<file path="src/rtl/rpn_sequencer_if.sv">
// ----------------------------------------------------------------------------
// rpn_sequencer_if
//   Bundles the board-side inputs (Enter button, DataIn switches), the
//   external ALU connection and the display/status outputs of the RPN
//   calculator sequencer.
//
//   Signals
//     Enter       button level (asynchronous to clk)
//     DataIn      WIDTH-bit operand / opcode switches
//     alu_result  WIDTH-bit combinational ALU result
//     alu_flags   FLAG_W-bit combinational ALU flags
//     alu_a       WIDTH-bit operand A register
//     alu_b       WIDTH-bit operand B register
//     alu_op      OP_W-bit opcode register
//     ToDisplay   WIDTH-bit word for the 7-segment display
//     Flags       FLAG_W-bit latched ALU flags
//     Status      3-bit state code
//
//   Modports
//     master : the sequencer (drives ALU operands and display outputs)
//     slave  : the surrounding board / ALU (drives button, switches, ALU)
// ----------------------------------------------------------------------------
interface rpn_sequencer_if #(
   parameter int WIDTH  = 16,
   parameter int OP_W   = 2,
   parameter int FLAG_W = 5
);
   logic              Enter;
   logic [WIDTH-1:0]  DataIn;
   logic [WIDTH-1:0]  alu_result;
   logic [FLAG_W-1:0] alu_flags;
   logic [WIDTH-1:0]  alu_a;
   logic [WIDTH-1:0]  alu_b;
   logic [OP_W-1:0]   alu_op;
   logic [WIDTH-1:0]  ToDisplay;
   logic [FLAG_W-1:0] Flags;
   logic [2:0]        Status;

   modport master (
      input  Enter, DataIn, alu_result, alu_flags,
      output alu_a, alu_b, alu_op, ToDisplay, Flags, Status
   );

   modport slave (
      output Enter, DataIn, alu_result, alu_flags,
      input  alu_a, alu_b, alu_op, ToDisplay, Flags, Status
   );
endinterface

</file>
<file path="src/rtl/rpn_sequencer.sv">
// ----------------------------------------------------------------------------
// rpn_sequencer
//   Control FSM for the lab RPN calculator. A single Enter button loads
//   operand A, then operand B, then an opcode from DataIn. The operands and
//   opcode are presented to an external combinational ALU; its result and
//   flags are latched one cycle later and shown until the next press (or an
//   optional display timeout).
//
//   Ports
//     clk      in   rising-edge system clock
//     reset_n  in   asynchronous active-low reset
//     bus      master modport of rpn_sequencer_if (button, switches, ALU
//              operands/result, display word, flags, status code)
//
//   Parameters
//     WIDTH         operand/result width
//     OP_W          opcode width, taken from DataIn[OP_W-1:0]
//     FLAG_W        ALU flag vector width
//     DISP_TIMEOUT  cycles spent in SHOW before returning to WAIT_A (0 = never)
// ----------------------------------------------------------------------------
module rpn_sequencer #(
   parameter int WIDTH        = 16,
   parameter int OP_W         = 2,
   parameter int FLAG_W       = 5,
   parameter int DISP_TIMEOUT = 0
) (
   input logic               clk,
   input logic               reset_n,
   rpn_sequencer_if.master   bus
);

   typedef enum logic [2:0] {
      WAIT_A  = 3'd0,
      WAIT_B  = 3'd1,
      WAIT_OP = 3'd2,
      EXEC    = 3'd3,
      SHOW    = 3'd4
   } state_e;

   localparam int CNT_W = (DISP_TIMEOUT > 1) ? $clog2(DISP_TIMEOUT) : 1;
   localparam logic [CNT_W-1:0] CNT_LAST =
      (DISP_TIMEOUT > 0) ? CNT_W'(DISP_TIMEOUT - 1) : '0;

   state_e            state_q;
   logic              enter_s1_q;
   logic              enter_s2_q;
   logic              enter_s3_q;
   logic [WIDTH-1:0]  a_q;
   logic [WIDTH-1:0]  b_q;
   logic [OP_W-1:0]   op_q;
   logic [WIDTH-1:0]  result_q;
   logic [FLAG_W-1:0] flags_q;
   logic [CNT_W-1:0]  cnt_q;

   logic              pulse_d;
   logic              timeout_d;
   logic [WIDTH-1:0]  disp_d;

   // One-cycle pulse on the synchronised rising edge of Enter; a held
   // button produces only one pulse.
   assign pulse_d = enter_s2_q & ~enter_s3_q;

   // Counter reaches CNT_LAST on the DISP_TIMEOUT-th SHOW cycle.
   assign timeout_d = (DISP_TIMEOUT != 0) && (cnt_q == CNT_LAST);

   always_ff @(posedge clk or negedge reset_n) begin
      if (!reset_n) begin
         state_q    <= WAIT_A;
         enter_s1_q <= 1'b0;
         enter_s2_q <= 1'b0;
         enter_s3_q <= 1'b0;
         a_q        <= '0;
         b_q        <= '0;
         op_q       <= '0;
         result_q   <= '0;
         flags_q    <= '0;
         cnt_q      <= '0;
      end else begin
         enter_s1_q <= bus.Enter;
         enter_s2_q <= enter_s1_q;
         enter_s3_q <= enter_s2_q;

         case (state_q)
            WAIT_A: begin
               if (pulse_d) begin
                  a_q     <= bus.DataIn;
                  state_q <= WAIT_B;
               end
            end
            WAIT_B: begin
               if (pulse_d) begin
                  b_q     <= bus.DataIn;
                  state_q <= WAIT_OP;
               end
            end
            WAIT_OP: begin
               if (pulse_d) begin
                  op_q    <= bus.DataIn[OP_W-1:0];
                  state_q <= EXEC;
               end
            end
            EXEC: begin
               // Operands have been stable on the ALU for a full cycle;
               // any button pulse arriving here is deliberately dropped.
               result_q <= bus.alu_result;
               flags_q  <= bus.alu_flags;
               cnt_q    <= '0;
               state_q  <= SHOW;
            end
            SHOW: begin
               // Pulse and timeout together still give a single exit.
               if (pulse_d || timeout_d) begin
                  flags_q <= '0;
                  state_q <= WAIT_A;
               end else if (DISP_TIMEOUT != 0) begin
                  cnt_q <= cnt_q + 1'b1;
               end
            end
            default: begin
               flags_q <= '0;
               state_q <= WAIT_A;
            end
         endcase
      end
   end

   // Display follows the switches live while an entry is awaited.
   always_comb begin
      disp_d = bus.DataIn;
      case (state_q)
         EXEC:    disp_d = a_q;
         SHOW:    disp_d = result_q;
         default: disp_d = bus.DataIn;
      endcase
   end

   assign bus.alu_a     = a_q;
   assign bus.alu_b     = b_q;
   assign bus.alu_op    = op_q;
   assign bus.ToDisplay = disp_d;
   assign bus.Flags     = flags_q;
   assign bus.Status    = state_q;

endmodule

</file>
<file path="src/flat_wrapper.sv">
// flat-port wrapper written by rule: the top's interface ports become plain ports
module rpn_sequencer_flat 
#(
   parameter int WIDTH        = 16,
   parameter int OP_W         = 2,
   parameter int FLAG_W       = 5,
   parameter int DISP_TIMEOUT = 0
)
  (clk, reset_n, bus_Enter, bus_DataIn, bus_alu_result, bus_alu_flags, bus_alu_a, bus_alu_b, bus_alu_op, bus_ToDisplay, bus_Flags, bus_Status);
  rpn_sequencer_if #(.WIDTH(WIDTH), .OP_W(OP_W), .FLAG_W(FLAG_W)) bus_i ();
  input logic clk;
  input logic reset_n;
  input wire logic [$bits(bus_i.Enter)-1:0] bus_Enter;
  input wire logic [$bits(bus_i.DataIn)-1:0] bus_DataIn;
  input wire logic [$bits(bus_i.alu_result)-1:0] bus_alu_result;
  input wire logic [$bits(bus_i.alu_flags)-1:0] bus_alu_flags;
  output wire logic [$bits(bus_i.alu_a)-1:0] bus_alu_a;
  output wire logic [$bits(bus_i.alu_b)-1:0] bus_alu_b;
  output wire logic [$bits(bus_i.alu_op)-1:0] bus_alu_op;
  output wire logic [$bits(bus_i.ToDisplay)-1:0] bus_ToDisplay;
  output wire logic [$bits(bus_i.Flags)-1:0] bus_Flags;
  output wire logic [$bits(bus_i.Status)-1:0] bus_Status;
  assign bus_i.Enter = bus_Enter;
  assign bus_i.DataIn = bus_DataIn;
  assign bus_i.alu_result = bus_alu_result;
  assign bus_i.alu_flags = bus_alu_flags;
  assign bus_alu_a = bus_i.alu_a;
  assign bus_alu_b = bus_i.alu_b;
  assign bus_alu_op = bus_i.alu_op;
  assign bus_ToDisplay = bus_i.ToDisplay;
  assign bus_Flags = bus_i.Flags;
  assign bus_Status = bus_i.Status;
  rpn_sequencer #(.WIDTH(WIDTH), .OP_W(OP_W), .FLAG_W(FLAG_W), .DISP_TIMEOUT(DISP_TIMEOUT)) u_core (.clk(clk), .reset_n(reset_n), .bus(bus_i));
endmodule
</file>
<file path="config.mk">
export PLATFORM = sky130hd
export DESIGN_NAME = rpn_sequencer_flat
export DESIGN_NICKNAME = d
export VERILOG_FILES = /design/src/rtl/rpn_sequencer_if.sv /design/src/rtl/rpn_sequencer.sv /design/src/flat_wrapper.sv
export SDC_FILE = /design/constraint.sdc
export NUM_CORES = 1
export LEC_CHECK = 0
export ABC_AREA = 1
export ABC_CLOCK_PERIOD_IN_PS = 3700
export BUFFER_PORTS_ARGS = -buffer_cell sky130_fd_sc_hd__buf_4
export CAP_MARGIN = 15
export CORE_MARGIN = 3
export CORE_UTILIZATION = 50
export CTS_BUF_LIST = sky130_fd_sc_hd__clkbuf_4 sky130_fd_sc_hd__clkbuf_8 sky130_fd_sc_hd__clkbuf_16
export DETAILED_ROUTE_END_ITERATION = 10
export PLACE_DENSITY_LB_ADDON = 0.08
export SYNTH_ARGS = -nofsm -noshare
export SYNTH_HDL_FRONTEND = slang
export SYNTH_SLANG_ARGS = --single-unit
</file>
<file path="constraint.sdc">
create_clock -name clk -period 3.7 [get_ports clk]
set_input_delay 0.555 -clock clk [delete_from_list [all_inputs] [get_ports clk]]
set_output_delay 0.555 -clock clk [all_outputs]
set_load 0.1 [all_outputs]
</file>
* Word-level counts from Yosys, hierarchy flattened
Index checks and enable logic that the tools add are counted.
Storage, ports and cells: output and inout bits 58, logic and storage cells 35, input bits 40, register bits after elaboration 61
Cells by class: reduce and logical (&&, ||, !) cells 7, bitwise gates (word level) 3, multiplexer cells 8, equality and inequality tests 8
Operators with widths (count):
- $pmux W16 S2 | 1
- $pmux W3 S5 | 1
- $pmux W5 S3 | 1
- $mux W3 | 4
- $ne A2 B1 Y1 const B | 4
- $reduce_and A2 Y1 | 4
- $eq A3 B2 Y1 const B | 2
- $mux W5 | 1
- $reduce_and A4 Y1 | 1
- $eq A3 B1 Y1 const B | 1
- $eq A3 B3 Y1 const B | 1
- $logic_not A3 Y1 | 1
- $reduce_or A3 Y1 | 1
- $not A1 Y1 | 2
- $and A1 B1 Y1 | 1

* Logic depth before layout (Yosys ltp)
Gate-level depths: netlist (run 1).
word-level depth 4, mapped depth 8, depth with buffers taken out 6

* Worst setup path before layout (run 1)
Ideal clock, no wire load.
path kind flip-flop to output port, start register u_core.state_q[0], in the netlist u_core.bus.Status[0], end output port bus_ToDisplay[0], cell stages (with the launch flop) 7, data required time 3.145 ns, arrival time 2.464 ns, path slack 0.681 ns, buffers on the path 2, path through dfrtp_1 > buf_4 > nand3_4 > clkinv_2 > buf_6 > nand2_1 > nand3_1
On the way: longest elaborated chain between the ends 2, elaborated cells between the ends (all ways) 3, those cells by class eq/ne (2); mux (1)
RTL lines:
- start, declared | line rpn_sequencer.sv:44 | state_e state_q;
- start signal, assigned | line rpn_sequencer.sv:68 | state_q <= WAIT_A;
- start signal, assigned | line rpn_sequencer.sv:87 | state_q <= WAIT_B;
- start signal, assigned | line rpn_sequencer.sv:93 | state_q <= WAIT_OP;
- $eq A3 B3 Y1 / $eq A3 B2 Y1 (equally long branches) | line rpn_sequencer.sv:130 | case (state_q)
- $pmux W16 S2 * | line rpn_sequencer.sv:130
- end, declared | line flat_wrapper.sv:20 | output wire logic [$bits(bus_i.ToDisplay)-1:0] bus_ToDisplay;
Mark *: on every way between the ends. The rest lies on a longest branch, timed or not.

* Worst setup path in the final report (run 1)
start register u_core.state_q[0], in the netlist u_core.bus.Status[0], end output port bus_ToDisplay[8]
The elaborated chain is that of the path after synthesis.

==> impl_summary.txt, run 1 <==
----------------------------------------------------
[Yosys]
  Syn nets ... 375
  Dominant register cell in the synthesized netlist ... dfrtp_1
  YS warnings ... 0
  Post-synthesis instance area ... 2790 um2
  Distinct cells, synth ... 20
  Syn Inst Count ... 335
  Synth top area cells ... dfrtp_1, nand2_1, nand3_1, buf_6, buf_4
  Async set-reset flop share out of synthesis ... 100%
  Flop and latch count out of synthesis ... 61
  Largest area contributor in the synthesized netlist ... dfrtp_1
  Synthesized area divided by synthesized cell count ... 8.33 um2
  Post-synth top area share ... 54.7%
  Post-synth EDFFs ... 0
  Sequential area share after synthesis ... 54.7%
  Leading cell types by count after synthesis ... nand2_1, nand3_1, dfrtp_1
  Most frequent cell after synthesis ... nand2_1

[Global routing]
  First-pass GRT wire length ... 12.3 mm
  Congestion Overflow GR ... 0
  Via count of the first global-routing pass ... 2,572
  All-layer global routing usage ... 24.6%
  Number of antenna violations at the first check in global routing ... 0
  Largest net degree at the start of global routing ... 62

[Placement]
  Post-detail-place hpwl ... 5.09 mm
  Count of input and output buffers ... 97
  Routability cong. ... 0.882

[STA]
  Setup repair after global routing missed its margin ... no
  Highest attainable clock frequency ... 337 MHz
  Final Slew Violations ... 0
  Transition time at the pin with the least slew margin ... 0.751 ns
  Tightest slew margin relative to the limit ... 49.9%
  Layout Skew ... 0.00987 ns
  Post-route clock period utilization ... 80.3%
  Total negative setup slack ... 0 ns
  Period minus WS final ... 2.97 ns
  Final count of hold timing violations ... 0
  Final setup violation count ... 0

[Worst setup path]
  Slowest stage delay, CP ... 0.59 ns
  Setup CP Type ... reg2out
  Worst Setup End Kind ... output pin
  Required time reported for the critical path endpoint ... 3.14 ns
  Data arrival time of the critical path ... 2.42 ns
  Critical-path top delay cell ... dfrtp_1
  Cell-by-cell listing of the critical path ... nand3_4 -> clkinv_2 -> nand2_1 -> nand3_1 -> buf_4
  Top fanout value on the critical path ... 37
  Startpoint type of the worst setup path ... flop

[Floorplanning]
  Starting utilization of the core area ... 53.3%
  Placeable core region ... 5240 um2
  Die outline area ... 6510 um2
  Die X ... 80.7 um
  IO Pins ... 98
  Die Ht ... 80.7 um
  FP Rows ... 26

[Routing]
  Via count normalized by instance count ... 5.16
  Count of antenna-violating nets left after detailed routing ... 0
  Top sig layer ... met4
  # DRC ... 0
  Post-route met1 wirelength ... 3.28 mm
  Post-detailed-routing wire length ... 7.35 mm
  Routed wl met2 ... 3.41 mm
  Drt wl/cell ... 14.6 um
  Detail Route met3 WL ... 530 um
  Number of vias after detailed routing ... 2,588
  First-pass detailed-route iteration total ... 5
  DRT iter0 DRCs ... 238

[CTS]
  Maximum buffer depth of the clock tree ... 2
  TritonCTS clock tree ... yes
  Number of buffers added by the clock tree synthesis step ... 9
  Post-CTS clock slew at the launch and capture registers of the worst setup and hold paths ... 0.07 ns
  Clock Root Buffer ... clkbuf_8
  Post-CTS Setup Inserts ... 0
  # H-tree levels ... 3
  Hold-fix buffers, CTS ... 0
  CTS sink cnt ... 61
  Total of cells resized after clock tree synthesis ... 0
  Clock insertion delay at the later pin of the skew report ... 0.33 ns

[Finish]
  Fill cell count ... 433
  Layout overhead on the synthesized area ... 32.6%
  Diode insertion count for antenna repair ... 0
  NumNets Final ... 467
  Share of final-layout standard cells stronger than drive strength 1 ... 29.6%

[Flow run]
  Max-cap check violation count ... 0

[Hold path]
  Type of the worst min-delay path ... in2async

[Status]
  Result of the run ... finished, final reports clean

----------------------------------------------------
registers in the layout (all words and copies together), names as in the netlist, 2 cells and up:
signal             count
u_core.bus.Flags       5
u_core.bus.Status      3
u_core.bus.alu_a      16
u_core.bus.alu_b      16
u_core.bus.alu_op      2
u_core.result_q       16
layout make-up:
cell class	count	area (um2)	area share (%)
clock buffer	11	139	3.75
clock inverter	5	75.1	2.03
inverter	6	23.8	0.643
multi-input combinational	251	1110	30.1
sequential	61	1530	41.3
tap	70	87.6	2.37
timing repair buffer	98	736	19.9
routing by layer:
| metal | vias up | global-route usage [%] |
|---|---|---|
| li1 | 1256 | - |
| met2 | 107 | 37.3 |
| met4 | 0 | 9.46 |
| met1 | 1211 | 35.1 |
| met3 | 14 | 4.82 |
| met5 | - | 0 |
worst max-delay path: cells and delay by family (launching register included):
family                 cells  cell delay (ns)
DFF                        1             0.59
buffers and inverters      2             0.83
and+or+nand+nor            3             0.64
placed cells by master, fill, tap and decap left out, drive strengths merged:
master / netlist / layout
nand4: 1 / 1
clkbuf: 3 / 11
o21ai: 1 / 1
nand2: 175 / 175
dfrtp: 61 / 61
nand3: 67 / 67
bufinv: 0 / 2
a211oi: 1 / 1
inv: 5 / 5
clkinv: 1 / 4
buf: 14 / 98
nor2: 6 / 6
cell families (layout without fill, tap and decap cells):
| logic type | count (synthesis) | count (layout) | share of synthesized area (%) |
|---|---|---|---|
| compound gates | 2 | 2 | 0.448 |
| buf+inv | 23 | 120 | 5.43 |
| flops | 61 | 61 | 54.7 |
| simple gates | 249 | 249 | 39.4 |
metrics by stage:
step	std cells	util (%)	setup WS [ns]	cell area (um2)	hold slack [ns]
2_1_floorplan	335	-	0.681	2790	0.259
3_3_place_gp	486	66.6	1.23	3490	0.333
3_5_place_dp	486	66.6	1.14	3490	0.344
4_1_cts	502	70.6	0.764	3700	0.315
5_1_grt	502	70.6	0.578	3700	0.314
6_report	502	70.6	0.730	3700	0.290
path summary, 6_finish.rpt:
check | from | to | slack [ns] | cells after the start
max | u_core.bus.Status[0] | bus_ToDisplay[8] | 0.73 | 5
min | reset_n | u_core.bus.alu_b[1] | 0.29 | 1
max reg2reg | u_core.bus.Status[0] | u_core.result_q[7] | 1.84 | 4
min reg2reg | u_core.enter_s1_q | u_core.enter_s2_q | 0.36 | 0
max in group asynchronous | reset_n | u_core.bus.alu_a[15] | 2.92 | 1
min in group clk | bus_Enter | u_core.enter_s1_q | 0.32 | 1
Power of run 1 is left out: the tool's default activity adds up to more than one toggle a clock period on the data nets, which glitch-free logic cannot reach.
==> run 2, diff against run 1 <==
Settings changed: ABC_CLOCK_PERIOD_IN_PS 3700 to 2910.
Clock period 3.7 ns to 2.91 ns, I/O delays scaled along.
==> impl_summary.txt, run 2 (same netlist as run 1, synthesis figures left out) <==
----------------------------------------------------
[STA]
  Post-route clock period utilization ... 86.7%
  Post-route setup slack ... 0.386 ns
  Final setup violation count ... 0
  Final count of hold timing violations ... 0
  Period minus WS final ... 2.52 ns
  Tightest slew margin relative to the limit ... 49.8%
  Setup repair after global routing missed its margin ... no
  Layout Skew ... 0.00555 ns
  Transition time at the pin with the least slew margin ... 0.753 ns
  Final Slew Violations ... 0
  Minimum hold slack ... 0.169 ns
  Total negative setup slack ... 0 ns
  Highest attainable clock frequency ... 396 MHz

[Worst setup path]
  Reg-to-reg slack, setup ... 1.23 ns
  Cell-by-cell listing of the critical path ... nor2_4 -> nand2_2 -> nand3_1 -> nand3_1 -> buf_4
  Most Frequent Cell on Critical Path ... nand3_1
  Top fanout value on the critical path ... 19
  CP bufs+invs ... 1
  Data arrival time of the critical path ... 2.09 ns
  Setup CP Type ... reg2out
  Critical-path top delay cell ... dfrtp_1
  Required time reported for the critical path endpoint ... 2.47 ns
  Source of the worst register-to-register timing path ... u_core.bus.Status[1]
  Slowest stage delay, CP ... 0.52 ns
  Startpoint type of the worst setup path ... flop
  Family with the most delay on the worst path ... simple AND/OR/NAND/NOR gates
  Depth of the worst register-to-register path ... 4
  Worst Setup End Kind ... output pin
  Endpoint of the lowest-slack register-to-register path ... u_core.bus.alu_b[13]

[Global routing]
  Via count of the first global-routing pass ... 2,474
  Largest net degree at the start of global routing ... 62
  First-pass GRT wire length ... 12.0 mm
  Number of antenna violations at the first check in global routing ... 0
  Congestion Overflow GR ... 0
  All-layer global routing usage ... 24.3%

[Placement]
  Routability cong. ... 0.902
  Count of input and output buffers ... 97
  Post-detail-place hpwl ... 4.95 mm
  Setup WS pre-CTS ... 0.745 ns
  Instance area after placement ... 3490 um2

[CTS]
  Post-CTS clock slew at the launch and capture registers of the worst setup and hold paths ... 0.06 ns
  TritonCTS clock tree ... yes
  Clock Root Buffer ... clkbuf_8
  Post-CTS Setup Inserts ... 0
  # H-tree levels ... 3
  Hold-fix buffers, CTS ... 0
  Maximum buffer depth of the clock tree ... 2
  Clock insertion delay at the later pin of the skew report ... 0.33 ns
  Total of cells resized after clock tree synthesis ... 0
  CTS sink cnt ... 61
  Number of buffers added by the clock tree synthesis step ... 9

[Finish]
  Leading cell types in the layout, fill and taps excluded ... nand2_1, buf_4, nand3_1, dfrtp_1, clkbuf_8
  Commonest non-fill, non-tap cell in the layout ... nand2_1
  Diode insertion count for antenna repair ... 0
  Layout overhead on the synthesized area ... 32.4%
  Post-route design area ... 3690 um2
  Share of final-layout standard cells stronger than drive strength 1 ... 29.6%
  NumNets Final ... 468

[Status]
  Result of the run ... finished, final reports clean

[Floorplanning]
  Die X ... 80.7 um
  Starting utilization of the core area ... 53.3%
  Die Ht ... 80.7 um
  Placeable core region ... 5240 um2
  Die outline area ... 6510 um2
  IO Pins ... 98
  FP Rows ... 26

[Routing]
  Via count normalized by instance count ... 5.10
  # DRC ... 0
  Drt wl/cell ... 14.5 um
  DRT iter0 DRCs ... 218
  First-pass detailed-route iteration total ... 4
  Number of vias after detailed routing ... 2,559
  Count of antenna-violating nets left after detailed routing ... 0
  Post-detailed-routing wire length ... 7.27 mm

[Flow run]
  Max-cap check violation count ... 0

[Hold path]
  Type of the worst min-delay path ... in2async

----------------------------------------------------
==> run 2: changes by cell type in the layout (fill, tap and decap cells not counted) <==
cell,delta
clkinv_2,-3
buf_4,+1
clkbuf_4,-1
bufinv_16,-2
clkbuf_8,+5
==> run 2: per-layer routing <==
metal  track usage, %  up-vias  share of wire [%]
li1                 -     1258                  -
met1             35.1     1191                 45
met3             4.26       10                7.0
met2             35.6      100                 47
met5                0        -                  0
met4             11.0        0                1.4
==> run 2: worst max-delay path by stage <==
stage	startpoint	slack, ns	end	cells past startpoint
2_1_floorplan	u_core.bus.Status[0]	0.01	bus_ToDisplay[0]	6
3_3_place_gp	u_core.bus.Status[0]	0.81	bus_ToDisplay[2]	5
3_5_place_dp	u_core.bus.Status[0]	0.74	bus_ToDisplay[8]	5
4_1_cts	u_core.bus.Status[0]	0.39	bus_ToDisplay[8]	5
5_1_grt	u_core.bus.Status[0]	0.23	bus_ToDisplay[8]	5
6_report	u_core.bus.Status[0]	0.39	bus_ToDisplay[8]	5
==> run 2: layout make-up <==
cell class                 count  area [um2]
fill                         434        1540
sequential                    61        1530
multi-input combinational    251        1110
timing repair buffer          99         743
clock buffer                  15         200
tap                           70        87.6
inverter                       6        23.8
==> run 2: per-stage QoR <==
step,util (%),cells
floorplan,-,335
detailed placement,66.7,487
CTS,70.5,502
finish,70.5,502
global route,70.5,502
global placement,66.7,487
Power of run 2 is left out for the same reason.
==> run 3, diff against run 2 <==
Settings changed: ABC_CLOCK_PERIOD_IN_PS 2910 to 2380.
Clock period 2.91 ns to 2.38 ns, I/O delays scaled along.
==> impl_summary.txt, run 3 (same netlist as run 1, synthesis figures left out) <==
----------------------------------------------------
[Worst setup path]
  Top fanout value on the critical path ... 33
  Family with the most delay on the worst path ... buffers and inverters
  Reg-to-reg slack, setup ... 0.70 ns
  Most Frequent Cell on Critical Path ... buf_4
  Critical-path top delay cell ... dfrtp_2
  Source of the worst register-to-register timing path ... u_core.bus.Status[1]
  Worst Setup End Kind ... output pin
  CP bufs+invs ... 2
  Cell-by-cell listing of the critical path ... nand3_4 -> buf_4 -> nand3_1 -> nand3_2 -> buf_4
  Data arrival time of the critical path ... 1.83 ns
  Depth of the worst register-to-register path ... 4
  Startpoint type of the worst setup path ... flop
  Slowest stage delay, CP ... 0.49 ns
  Required time reported for the critical path endpoint ... 2.02 ns
  Setup CP Type ... reg2out
  Endpoint of the lowest-slack register-to-register path ... u_core.bus.alu_b[0]

[CTS]
  Clock insertion delay at the later pin of the skew report ... 0.33 ns
  Hold-fix buffers, CTS ... 0
  # H-tree levels ... 3
  TritonCTS clock tree ... yes
  Maximum buffer depth of the clock tree ... 2
  Post-CTS clock slew at the launch and capture registers of the worst setup and hold paths ... 0.06 ns
  Post-CTS Setup Inserts ... 0
  Number of buffers added by the clock tree synthesis step ... 9
  Clock Root Buffer ... clkbuf_8
  CTS sink cnt ... 61

[Global routing]
  All-layer global routing usage ... 24.6%
  Largest net degree at the start of global routing ... 62
  First-pass GRT wire length ... 12.2 mm
  Via count of the first global-routing pass ... 2,473
  Congestion Overflow GR ... 0
  Number of antenna violations at the first check in global routing ... 0

[Floorplanning]
  IO Pins ... 98
  Die X ... 80.7 um
  Starting utilization of the core area ... 53.3%
  Die outline area ... 6510 um2
  FP Rows ... 26
  Placeable core region ... 5240 um2
  Die Ht ... 80.7 um

[Finish]
  Share of final-layout standard cells stronger than drive strength 1 ... 34.2%
  Combined area of the multi-input logic cells ... 1190 um2
  Seq. cell area ... 1530 um2
  Post-route design area ... 3760 um2
  Commonest non-fill, non-tap cell in the layout ... nand2_1
  Diode insertion count for antenna repair ... 0
  NumNets Final ... 469
  Layout overhead on the synthesized area ... 34.6%
  Final standard cell count with taps included and fillers excluded ... 503
  Leading cell types in the layout, fill and taps excluded ... nand2_1, buf_4, dfrtp_1, nand3_1, nand3_2
  Fill cell count ... 417

[STA]
  Final setup violation count ... 0
  Highest attainable clock frequency ... 457 MHz
  Total negative setup slack ... 0 ns
  Setup repair after global routing missed its margin ... no
  Final count of hold timing violations ... 0
  Minimum hold slack ... 0.0908 ns
  Post-route clock period utilization ... 92.0%
  Tightest slew margin relative to the limit ... 49.9%
  Period minus WS final ... 2.19 ns
  Transition time at the pin with the least slew margin ... 0.752 ns
  Layout Skew ... 0.00569 ns
  Final Slew Violations ... 0

[Placement]
  Number of cells in the design after placement ... 488
  Instance area after placement ... 3580 um2
  Count of input and output buffers ... 97
  Post-detail-place hpwl ... 5.16 mm
  Routability cong. ... 0.897

[Routing]
  DRT iter0 DRCs ... 254
  Count of antenna-violating nets left after detailed routing ... 0
  Post-detailed-routing wire length ... 7.41 mm
  Drt wl/cell ... 14.7 um
  Via count normalized by instance count ... 5.14
  First-pass detailed-route iteration total ... 4
  # DRC ... 0
  Number of vias after detailed routing ... 2,586

[Status]
  Result of the run ... finished, final reports clean

[Flow run]
  Max-cap check violation count ... 0

[Hold path]
  Type of the worst min-delay path ... in2async

----------------------------------------------------
==> run 3: per-stage QoR <==
step	util, %	worst slack, ns
finish	71.7	0.190
global route	71.7	0.0788
CTS	71.7	0.0926
detailed placement	68.4	0.447
global placement	68.4	0.492
floorplan	-	0.197
==> run 3: worst register-to-register path, delay by kind of cell (launching register included) <==
family / cells / cell delay [ns]
AND/OR/NAND/NOR: 3 / 0.72
flip-flops: 1 / 0.47
buffers and inverters: 1 / 0.37
==> run 3: cell type report <==
type,count,area share (%)
clock buffers,13,4.26
flip-flops and latches,61,40.7
inverters,6,0.666
repair buffers,100,20.0
clock inverters,2,0.266
multi-input cells,251,31.7
well taps,70,2.33
==> run 3: worst max-delay path by stage <==
stage / startpoint / endpoint / cells after the start
3_3_place_gp: u_core.bus.Status[0] / bus_ToDisplay[6] / 5
3_5_place_dp: u_core.bus.Status[0] / bus_ToDisplay[15] / 5
4_1_cts: u_core.bus.Status[0] / bus_ToDisplay[15] / 5
5_1_grt: u_core.bus.Status[0] / bus_ToDisplay[7] / 5
6_report: u_core.bus.Status[0] / bus_ToDisplay[7] / 5
2_1_floorplan: u_core.bus.Status[0] / bus_ToDisplay[0] / 6
==> run 3: layer usage <==
layer  share of wire, %  track usage, %  vias up
met4                1.4            6.93        0
li1                   -               -     1259
met5                  0               0        -
met3                8.8            6.28       11
met1                 44            35.3     1208
met2                 45            36.9      108
==> run 3: timing repair <==
action / CTS / global route
setup endpoints to repair: 0 / 8
endpoints found under the hold margin: 0 / 0
resized for setup: 0 / 1
Power of run 3 is left out for the same reason.
